===== src/rtl/cpu7_exu_lsu_pkg.sv =====
// cpu7_exu_lsu_pkg: shared types for the cpu7 load/store unit.
//   - LSU operation encodings (LSOC1K_*) and their size/unsigned/store decode
//   - FSM state encodings
//   - access size codes as driven on data_size
package cpu7_exu_lsu_pkg;

   localparam int GRLEN_DEF           = 32;
   localparam int LSOC1K_LSU_CODE_BIT = 3;

   typedef enum logic [LSOC1K_LSU_CODE_BIT-1:0] {
      LSOC1K_LD_B  = 3'd0,
      LSOC1K_LD_H  = 3'd1,
      LSOC1K_LD_W  = 3'd2,
      LSOC1K_LD_BU = 3'd3,
      LSOC1K_LD_HU = 3'd4,
      LSOC1K_ST_B  = 3'd5,
      LSOC1K_ST_H  = 3'd6,
      LSOC1K_ST_W  = 3'd7
   } lsu_op_t;

   typedef enum logic [1:0] {
      S_IDLE = 2'd0,
      S_REQ  = 2'd1,
      S_WAIT = 2'd2,
      S_RESP = 2'd3
   } lsu_state_t;

   localparam logic [1:0] SIZE_B = 2'd0;
   localparam logic [1:0] SIZE_H = 2'd1;
   localparam logic [1:0] SIZE_W = 2'd2;

   function automatic logic [1:0] op_size(lsu_op_t op);
      case (op)
         LSOC1K_LD_B, LSOC1K_LD_BU, LSOC1K_ST_B: op_size = SIZE_B;
         LSOC1K_LD_H, LSOC1K_LD_HU, LSOC1K_ST_H: op_size = SIZE_H;
         default:                                op_size = SIZE_W;
      endcase
   endfunction

   function automatic logic op_unsigned(lsu_op_t op);
      op_unsigned = (op == LSOC1K_LD_BU) || (op == LSOC1K_LD_HU);
   endfunction

   function automatic logic op_store(lsu_op_t op);
      op_store = (op == LSOC1K_ST_B) || (op == LSOC1K_ST_H) || (op == LSOC1K_ST_W);
   endfunction

endpackage


===== src/rtl/cpu7_exu_lsu_if.sv =====
// cpu7_exu_lsu_if: single-outstanding SRAM-like data-memory channel.
//   master : LSU side (drives the request fields, receives addr_ok/data_ok/rdata)
//   slave  : memory side
interface cpu7_exu_lsu_if;
   logic        data_req;
   logic        data_wr;
   logic [1:0]  data_size;
   logic [31:0] data_addr;
   logic [3:0]  data_wstrb;
   logic [31:0] data_wdata;
   logic        data_addr_ok;
   logic        data_data_ok;
   logic [31:0] data_rdata;

   modport master (
      output data_req, data_wr, data_size, data_addr, data_wstrb, data_wdata,
      input  data_addr_ok, data_data_ok, data_rdata
   );

   modport slave (
      input  data_req, data_wr, data_size, data_addr, data_wstrb, data_wdata,
      output data_addr_ok, data_data_ok, data_rdata
   );
endinterface


===== src/rtl/cpu7_lsu_align.sv =====
// cpu7_lsu_align: purely combinational alignment helper for the LSU.
//   st_op/st_addr/st_wdata : E-stage operation being accepted
//     -> issue_addr, wstrb, wdata (request fields), ale (alignment fault)
//   ld_op/ld_lo/ld_rdata   : latched operation, issued address low bits, raw memory data
//     -> ld_data (extracted and sign/zero-extended load result)
// Macro CPU7_LSU_ALE_EN: misaligned half/word accesses fault instead of
// having their low address bits cleared.
module cpu7_lsu_align
   import cpu7_exu_lsu_pkg::*;
(
   input  lsu_op_t     st_op,
   input  logic [31:0] st_addr,
   input  logic [31:0] st_wdata,
   input  lsu_op_t     ld_op,
   input  logic [1:0]  ld_lo,
   input  logic [31:0] ld_rdata,
   output logic [31:0] issue_addr,
   output logic [3:0]  wstrb,
   output logic [31:0] wdata,
   output logic        ale,
   output logic [31:0] ld_data
);

   logic [1:0]  st_size;
   logic [31:0] sh;

   always_comb begin
      st_size    = op_size(st_op);
      issue_addr = st_addr;
`ifdef CPU7_LSU_ALE_EN
      ale = ((st_size == SIZE_H) && st_addr[0]) ||
            ((st_size == SIZE_W) && (st_addr[1:0] != 2'b00));
`else
      // Misaligned accesses silently round down to their natural boundary.
      ale = 1'b0;
      if (st_size == SIZE_H)      issue_addr[0]   = 1'b0;
      else if (st_size == SIZE_W) issue_addr[1:0] = 2'b00;
`endif

      case (st_size)
         SIZE_B: begin
            wstrb = 4'b0001 << issue_addr[1:0];
            wdata = {4{st_wdata[7:0]}};
         end
         SIZE_H: begin
            wstrb = 4'b0011 << issue_addr[1:0];
            wdata = {2{st_wdata[15:0]}};
         end
         default: begin
            wstrb = 4'b1111;
            wdata = st_wdata;
         end
      endcase
      if (!op_store(st_op)) wstrb = 4'b0000;
   end

   always_comb begin
      sh = ld_rdata >> {ld_lo, 3'b000};
      case (op_size(ld_op))
         SIZE_B:  ld_data = op_unsigned(ld_op) ? {24'b0, sh[7:0]}   : {{24{sh[7]}}, sh[7:0]};
         SIZE_H:  ld_data = op_unsigned(ld_op) ? {16'b0, sh[15:0]}  : {{16{sh[15]}}, sh[15:0]};
         default: ld_data = ld_rdata;
      endcase
   end

endmodule


===== src/rtl/cpu7_exu_lsu.sv =====
// cpu7_exu_lsu: load/store unit of the cpu7 execute cluster.
//   clk, resetn           : clock, async active-low reset
//   ecl_lsu_*_e           : one memory operation per valid_e pulse from control logic
//   dbus (master)         : single-outstanding data-memory request channel
//   lsu_ecl_*_m           : load result / completion pulse back to control logic
//   lsu_ecl_ale_m/badv_m  : alignment fault flag and faulting address
// Every accepted access ends with exactly one lsu_ecl_rdata_valid_m pulse.
// Macro CPU7_LSU_ALE_EN enables alignment faults; when undefined, misaligned
// addresses are rounded down and ale/badv are tied 0.
module cpu7_exu_lsu
   import cpu7_exu_lsu_pkg::*;
#(
   parameter int GRLEN = GRLEN_DEF
) (
   input  logic                           clk,
   input  logic                           resetn,
   input  logic                           ecl_lsu_valid_e,
   input  logic [LSOC1K_LSU_CODE_BIT-1:0] ecl_lsu_op_e,
   input  logic [GRLEN-1:0]               ecl_lsu_base_e,
   input  logic [GRLEN-1:0]               ecl_lsu_offset_e,
   input  logic [GRLEN-1:0]               ecl_lsu_wdata_e,
   input  logic [4:0]                     ecl_lsu_rd_e,
   input  logic                           ecl_lsu_wen_e,
   cpu7_exu_lsu_if.master                 dbus,
   output logic [GRLEN-1:0]               lsu_ecl_rdata_m,
   output logic                           lsu_ecl_rdata_valid_m,
   output logic [4:0]                     lsu_ecl_rd_m,
   output logic                           lsu_ecl_wen_m,
   output logic                           lsu_ecl_ale_m,
   output logic [GRLEN-1:0]               lsu_ecl_badv_m
);

   lsu_state_t  state;
   lsu_op_t     op_e;
   lsu_op_t     op_q;
   logic        wen_q;
   logic [31:0] addr_e;
   logic [31:0] issue_addr;
   logic [3:0]  st_wstrb;
   logic [31:0] st_wdata;
   logic        fault;
   logic [31:0] ld_data;
   logic        accept;
   logic        mem_done;

   assign op_e   = lsu_op_t'(ecl_lsu_op_e);
   assign addr_e = ecl_lsu_base_e + ecl_lsu_offset_e;

   // Valid_e in REQ/WAIT is a protocol violation and is dropped here.
   assign accept   = ecl_lsu_valid_e && ((state == S_IDLE) || (state == S_RESP));
   assign mem_done = ((state == S_REQ)  && dbus.data_addr_ok && dbus.data_data_ok) ||
                     ((state == S_WAIT) && dbus.data_data_ok);

   cpu7_lsu_align u_align (
      .st_op      (op_e),
      .st_addr    (addr_e),
      .st_wdata   (ecl_lsu_wdata_e),
      .ld_op      (op_q),
      .ld_lo      (dbus.data_addr[1:0]),
      .ld_rdata   (dbus.data_rdata),
      .issue_addr (issue_addr),
      .wstrb      (st_wstrb),
      .wdata      (st_wdata),
      .ale        (fault),
      .ld_data    (ld_data)
   );

`ifdef CPU7_LSU_ALE_EN
   logic        ale_q;
   logic [31:0] badv_q;
   assign lsu_ecl_ale_m  = ale_q;
   assign lsu_ecl_badv_m = badv_q;
`else
   assign lsu_ecl_ale_m  = 1'b0;
   assign lsu_ecl_badv_m = '0;
`endif

   always_ff @(posedge clk or negedge resetn) begin
      if (!resetn) begin
         state                 <= S_IDLE;
         op_q                  <= LSOC1K_LD_B;
         wen_q                 <= 1'b0;
         dbus.data_req         <= 1'b0;
         dbus.data_wr          <= 1'b0;
         dbus.data_size        <= 2'd0;
         dbus.data_addr        <= '0;
         dbus.data_wstrb       <= '0;
         dbus.data_wdata       <= '0;
         lsu_ecl_rdata_m       <= '0;
         lsu_ecl_rdata_valid_m <= 1'b0;
         lsu_ecl_rd_m          <= '0;
         lsu_ecl_wen_m         <= 1'b0;
`ifdef CPU7_LSU_ALE_EN
         ale_q                 <= 1'b0;
         badv_q                <= '0;
`endif
      end else begin
         // Completion flags are single-cycle; only the RESP entry sets them.
         lsu_ecl_rdata_valid_m <= 1'b0;
         lsu_ecl_wen_m         <= 1'b0;
`ifdef CPU7_LSU_ALE_EN
         ale_q                 <= 1'b0;
`endif
         case (state)
            S_IDLE, S_RESP: begin
               state <= S_IDLE;
               if (accept) begin
                  op_q            <= op_e;
                  wen_q           <= ecl_lsu_wen_e;
                  lsu_ecl_rd_m    <= ecl_lsu_rd_e;
                  dbus.data_wr    <= op_store(op_e);
                  dbus.data_size  <= op_size(op_e);
                  dbus.data_addr  <= issue_addr;
                  dbus.data_wstrb <= st_wstrb;
                  dbus.data_wdata <= st_wdata;
`ifdef CPU7_LSU_ALE_EN
                  badv_q          <= fault ? addr_e : 32'b0;
`endif
                  if (fault) begin
                     // Faulted access completes next cycle without touching memory.
                     state                 <= S_RESP;
                     lsu_ecl_rdata_valid_m <= 1'b1;
`ifdef CPU7_LSU_ALE_EN
                     ale_q                 <= 1'b1;
`endif
                  end else begin
                     state         <= S_REQ;
                     dbus.data_req <= 1'b1;
                  end
               end
            end
            S_REQ: begin
               if (dbus.data_addr_ok) begin
                  dbus.data_req <= 1'b0;
                  if (!dbus.data_data_ok) state <= S_WAIT;
               end
            end
            default: ;  // S_WAIT: addr_ok is don't-care, exit handled by mem_done
         endcase

         if (mem_done) begin
            state                 <= S_RESP;
            lsu_ecl_rdata_m       <= ld_data;
            lsu_ecl_rdata_valid_m <= 1'b1;
            lsu_ecl_wen_m         <= wen_q && !op_store(op_q);
         end
      end
   end

endmodule


===== src/flat_wrapper.sv =====
// flat-port wrapper written by rule: the top's interface ports become plain ports
module cpu7_exu_lsu_flat import cpu7_exu_lsu_pkg::*;
#(
   parameter int GRLEN = GRLEN_DEF
)
  (clk, resetn, ecl_lsu_valid_e, ecl_lsu_op_e, ecl_lsu_base_e, ecl_lsu_offset_e, ecl_lsu_wdata_e, ecl_lsu_rd_e, ecl_lsu_wen_e, lsu_ecl_rdata_m, lsu_ecl_rdata_valid_m, lsu_ecl_rd_m, lsu_ecl_wen_m, lsu_ecl_ale_m, lsu_ecl_badv_m, dbus_data_req, dbus_data_wr, dbus_data_size, dbus_data_addr, dbus_data_wstrb, dbus_data_wdata, dbus_data_addr_ok, dbus_data_data_ok, dbus_data_rdata);
  cpu7_exu_lsu_if dbus_i ();
  input  logic clk;
  input  logic resetn;
  input  logic ecl_lsu_valid_e;
  input  logic [LSOC1K_LSU_CODE_BIT-1:0] ecl_lsu_op_e;
  input  logic [GRLEN-1:0] ecl_lsu_base_e;
  input  logic [GRLEN-1:0] ecl_lsu_offset_e;
  input  logic [GRLEN-1:0] ecl_lsu_wdata_e;
  input  logic [4:0] ecl_lsu_rd_e;
  input  logic ecl_lsu_wen_e;
  output logic [GRLEN-1:0] lsu_ecl_rdata_m;
  output logic lsu_ecl_rdata_valid_m;
  output logic [4:0] lsu_ecl_rd_m;
  output logic lsu_ecl_wen_m;
  output logic lsu_ecl_ale_m;
  output logic [GRLEN-1:0] lsu_ecl_badv_m;
  output wire logic [$bits(dbus_i.data_req)-1:0] dbus_data_req;
  output wire logic [$bits(dbus_i.data_wr)-1:0] dbus_data_wr;
  output wire logic [$bits(dbus_i.data_size)-1:0] dbus_data_size;
  output wire logic [$bits(dbus_i.data_addr)-1:0] dbus_data_addr;
  output wire logic [$bits(dbus_i.data_wstrb)-1:0] dbus_data_wstrb;
  output wire logic [$bits(dbus_i.data_wdata)-1:0] dbus_data_wdata;
  input wire logic [$bits(dbus_i.data_addr_ok)-1:0] dbus_data_addr_ok;
  input wire logic [$bits(dbus_i.data_data_ok)-1:0] dbus_data_data_ok;
  input wire logic [$bits(dbus_i.data_rdata)-1:0] dbus_data_rdata;
  assign dbus_data_req = dbus_i.data_req;
  assign dbus_data_wr = dbus_i.data_wr;
  assign dbus_data_size = dbus_i.data_size;
  assign dbus_data_addr = dbus_i.data_addr;
  assign dbus_data_wstrb = dbus_i.data_wstrb;
  assign dbus_data_wdata = dbus_i.data_wdata;
  assign dbus_i.data_addr_ok = dbus_data_addr_ok;
  assign dbus_i.data_data_ok = dbus_data_data_ok;
  assign dbus_i.data_rdata = dbus_data_rdata;
  cpu7_exu_lsu #(.GRLEN(GRLEN)) u_core (.clk(clk), .resetn(resetn), .ecl_lsu_valid_e(ecl_lsu_valid_e), .ecl_lsu_op_e(ecl_lsu_op_e), .ecl_lsu_base_e(ecl_lsu_base_e), .ecl_lsu_offset_e(ecl_lsu_offset_e), .ecl_lsu_wdata_e(ecl_lsu_wdata_e), .ecl_lsu_rd_e(ecl_lsu_rd_e), .ecl_lsu_wen_e(ecl_lsu_wen_e), .dbus(dbus_i), .lsu_ecl_rdata_m(lsu_ecl_rdata_m), .lsu_ecl_rdata_valid_m(lsu_ecl_rdata_valid_m), .lsu_ecl_rd_m(lsu_ecl_rd_m), .lsu_ecl_wen_m(lsu_ecl_wen_m), .lsu_ecl_ale_m(lsu_ecl_ale_m), .lsu_ecl_badv_m(lsu_ecl_badv_m));
endmodule

===== config.mk =====
export PLATFORM = sky130hd
export DESIGN_NAME = cpu7_exu_lsu_flat
export DESIGN_NICKNAME = d
export VERILOG_FILES = /design/src/rtl/cpu7_exu_lsu_pkg.sv /design/src/rtl/cpu7_exu_lsu_if.sv /design/src/rtl/cpu7_lsu_align.sv /design/src/rtl/cpu7_exu_lsu.sv /design/src/flat_wrapper.sv
export SDC_FILE = /design/constraint.sdc
export NUM_CORES = 1
export LEC_CHECK = 0
export CAP_MARGIN = 20
export CELL_PAD_IN_SITES_DETAIL_PLACEMENT = 1
export CELL_PAD_IN_SITES_GLOBAL_PLACEMENT = 1
export CORE_ASPECT_RATIO = 0.8
export CORE_UTILIZATION = 46
export DETAILED_ROUTE_END_ITERATION = 10
export DONT_BUFFER_PORTS = 1
export MAX_ROUTING_LAYER = met4
export PLACE_DENSITY_LB_ADDON = 0.1
export SYNTH_ARGS = -nofsm -noshare
export SYNTH_HDL_FRONTEND = slang
export SYNTH_SLANG_ARGS = --single-unit

===== constraint.sdc =====
create_clock -name clk -period 2.4 [get_ports clk]
set_input_delay 0.24 -clock clk [delete_from_list [all_inputs] [get_ports clk]]
set_output_delay 0.24 -clock clk [all_outputs]
set_load 0.01 [all_outputs]

==> impl_metrics.py <==
metrics = {
    "outcome": {
        "status": "finished, violations left",
        "violations": "hold timing",
    },
    "worst_setup_path": {
        "crit_arrival_ns": 2.56,
        "end_kind": "flip-flop",
        "r2r_slack_ns": 0.19,
        "max_stage_delay_ns": 0.48,
        "reg2regPathDepth": 8,
        "path_cells": "ha_1 -> inv_1 -> fa_1 -> nor2b_2 -> o21bai_1 -> a31oi_1 -> buf_4 -> a21oi_1 -> o21bai_1 -> a21oi_1 -> or4b_1 -> nand3_1",
        "path_class": "in2reg",
        "crit_path_start_kind": "input pin",
        "required_ns": 2.74,
        "cpMaxStageDelayCell": "or4b_1",
        "critPathMaxFanout": 3,
        "regToRegEndpoint": "u_core.lsu_ecl_rdata_m[30]",
        "reg2reg_from": "u_core.dbus.data_addr[1]",
    },
    "power": {
        "cellLeakagePower_nw": 3.88,
        "p_clk_share_pct": 26.3,
        "power.switching_w": 0.00423,
        "seqPwrFrac_pct": 40.7,
        "p_sw_share_pct": 41.3,
        "finalPower_w": 0.0102,
        "combPwrFrac_pct": 32.9,
        "power.density_nw_per_um2": 1220,
        "p_int_w": 0.00602,
        "irDropWorstVdd_mv": 0.573,
    },
    "synth": {
        "synth.distinct_cells": 61,
        "syn_inst": 839,
        "ys.flop_type": "dfrtp_1",
        "ys_warn_count": 0,
        "ys_seq_area_share_pct": 40.9,
        "synth_area_um2": 7160,
        "synth_edf_count": 0,
        "synth.avg_cell_area_um2": 8.54,
        "async_flop_share_pct": 100,
        "ys_ff_latch": 117,
    },
    "sta": {
        "period_share_pct": 92.6,
        "tns_ns": 0,
        "fmax_ghz": 0.450,
        "rsz0062_at_grt": "false",
        "slew_headroom_pct": 40.2,
        "max_slew.worst_pin.slew_ns": 0.890,
        "report.final.slew_viol_count": 0,
        "worst_slack_ns": 0.177,
        "timing.hold.ws_ns": -0.481,
        "skew_ns": 0.00987,
        "fin_crit_ns": 2.22,
        "hold_viol": 117,
        "setup-violations-final": 0,
    },
    "finish": {
        "nets": 1062,
        "multiInputGateArea_um2": 3880,
        "areaGrowthSynthToFinish_pct": 17.4,
        "regArea_um2": 2930,
        "final_cell_mix": "nand2_1, dfrtp_1, o21ai_0",
        "design_area_um2": 8410,
        "final_common_cell": "nand2_1",
        "diodes": 0,
        "drive_gt1_share_pct": 8.90,
        "n_fill_cell": 1777,
    },
    "detailed_routing": {
        "via_per_inst": 5.70,
        "vias": 6319,
        "drt_first_pass_iters": 5,
        "route.detailed.drc": 0,
        "wl_per_cell_um": 20.4,
        "drt_iter0_markers": 282,
        "wl_um": 22600,
        "ant_nets": 0,
    },
    "place": {
        "place_area_um2": 7410,
        "port_buffers": 0,
        "dp_slack_ns": -0.172,
        "dp_hpwl_um": 15700,
        "gp_congestion": 0.856,
    },
    "die": {
        "num_rows": 40,
        "die_w_um": 142,
        "dieArea_um2": 16100,
        "dieHeight_um": 114,
        "initial_core_util_pct": 47.4,
        "coreArea_um2": 15100,
        "io_pins": 286,
    },
    "clock_network": {
        "cts_max_path_buffers": 2,
        "clk_latency_ns": 0.41,
        "cts_hold_buf": 38,
        "cts_tree": "yes",
        "htreeDepth": 4,
        "cts_made_buffers": 17,
        "clock-sinks": 117,
        "path_clk_slew_ns": 0.06,
        "clock-root-buffer": "clkbuf_16",
    },
    "grt": {
        "grt-ovfl-total": 0,
        "grt_usage_pct": 29.3,
        "grt_pass1_vias": 6741,
        "antenna_found_initial": 0,
        "grt_max_degree": 118,
        "grt_pass1_wl_um": 35500,
    },
    "hold_path": {
        "hold_class": "in2async",
    },
    "run": {
        "max_cap_violations": 0,
    },
}
-- worst max-delay path by stage --
stage | start | to | slack [ns]
finish | ecl_lsu_base_e[0] | u_core.dbus.data_addr[30] | 0.18
global route | ecl_lsu_base_e[0] | u_core.dbus.data_addr[30] | 0.04
CTS | ecl_lsu_base_e[0] | u_core.dbus.data_addr[30] | 0.13
detailed placement | ecl_lsu_base_e[0] | u_core.dbus.data_addr[28] | -0.17
global placement | ecl_lsu_base_e[0] | u_core.dbus.data_addr[30] | -0.05
floorplan | ecl_lsu_base_e[0] | u_core.dbus.data_addr[30] | 0.01
-- critical path: cells and delay by family --
| family | cells | cell delay [ns] |
|---|---|---|
| and+or+nand+nor | 3 | 0.73 |
| adders and majority gates | 2 | 0.57 |
| buffers and inverters | 2 | 0.21 |
| AOI/OAI and AO/OA | 5 | 0.81 |
-- cell usage after synthesis (all sizes together) (3+ instances only) --
cell / number / area [um^2]
nor3: 12 / 60.1
a21oi: 71 / 359
o221ai: 9 / 78.8
buf: 41 / 295
a31o: 3 / 26.3
a22o: 5 / 43.8
o22ai: 7 / 43.8
ha: 33 / 413
nand2b: 4 / 25.0
a211oi: 6 / 45.0
and3: 6 / 38.8
nor2: 68 / 255
nand2: 163 / 612
nand4: 5 / 31.3
clkbuf: 36 / 135
a221oi: 9 / 85.1
o21a: 3 / 22.5
xnor2: 14 / 123
mux2i: 35 / 350
o21ai: 87 / 435
a21o: 13 / 97.6
a31oi: 4 / 40.0
nand3: 11 / 55.1
o21bai: 6 / 45.0
nor2b: 7 / 43.8
xor2: 14 / 123
inv: 16 / 60.1
and2: 6 / 38.8
dfrtp: 117 / 2930
o31ai: 3 / 32.5
-- metal layers --
metal	vias to the layer above	wire, um	global-route usage, %
li1	2961	-	-
met1	3084	9560	34.4
met2	246	10800	48.5
met3	28	1850	9.24
met4	0	333	8.32
met5	-	0	-
-- power by group through the flow --
stage	Sequential [W]	Combinational [W]	Clock, W
after floorplan	0.00387	0.00253	0
after CTS	0.00418	0.00334	0.00274
after global placement	0.00417	0.00305	0
final	0.00417	0.00338	0.00270
after global routing	0.00430	0.00382	0.00283
after detailed placement	0.00419	0.00326	0
-- cell type report --
| type | count | share of cell area [%] |
|---|---|---|
| Clock buffer | 24 | 5.61 |
| Clock inverter | 8 | 1.76 |
| Inverter | 16 | 0.714 |
| Multi-Input combinational cell | 661 | 46.2 |
| Sequential cell | 117 | 34.8 |
| Tap cell | 210 | 3.12 |
| Timing Repair Buffer | 73 | 7.80 |
-- cells by family (layout without fill, tap and decap cells) --
logic type | count (synthesis) | in the layout | share of synthesized area, %
fa+ha+maj | 34 | 34 | 6.04
compound gates | 238 | 238 | 20.4
buf+inv | 93 | 121 | 6.85
xor+xnor | 28 | 28 | 3.42
flops | 117 | 117 | 40.9
other cells | 1 | 33 | 0.0523
mux | 36 | 36 | 5.05
simple gates | 292 | 292 | 17.3
-- sequential cells by signal, summed over array words and instances, names as in the netlist --
signal                        flops
u_core.lsu_ecl_rdata_m           32
u_core.dbus.data_size             2
u_core.dbus.data_addr            32
u_core.wen_q                      1
u_core.state                      2
u_core.lsu_ecl_rdata_valid_m      1
u_core.dbus.data_req              1
u_core.op_q                       3
u_core.lsu_ecl_wen_m              1
u_core.dbus.data_wdata           32
u_core.dbus.data_wstrb            4
u_core.lsu_ecl_rd_m               5
u_core.dbus.data_wr               1
-- per-stage QoR --
step | instances | util (%)
final | 1109 | 55.6
after global routing | 1109 | 55.6
after CTS | 1109 | 55.6
after detailed placement | 1039 | 49.0
after global placement | 1039 | 49.0
after floorplan | 871 | -
-- what timing repair did --
action,CTS,global route
setup buffers,0,0
gates resized for setup,0,1
endpoints found under the setup margin,0,3
hold endpoints to repair,156,117
(Power assumes the default switching activity.)
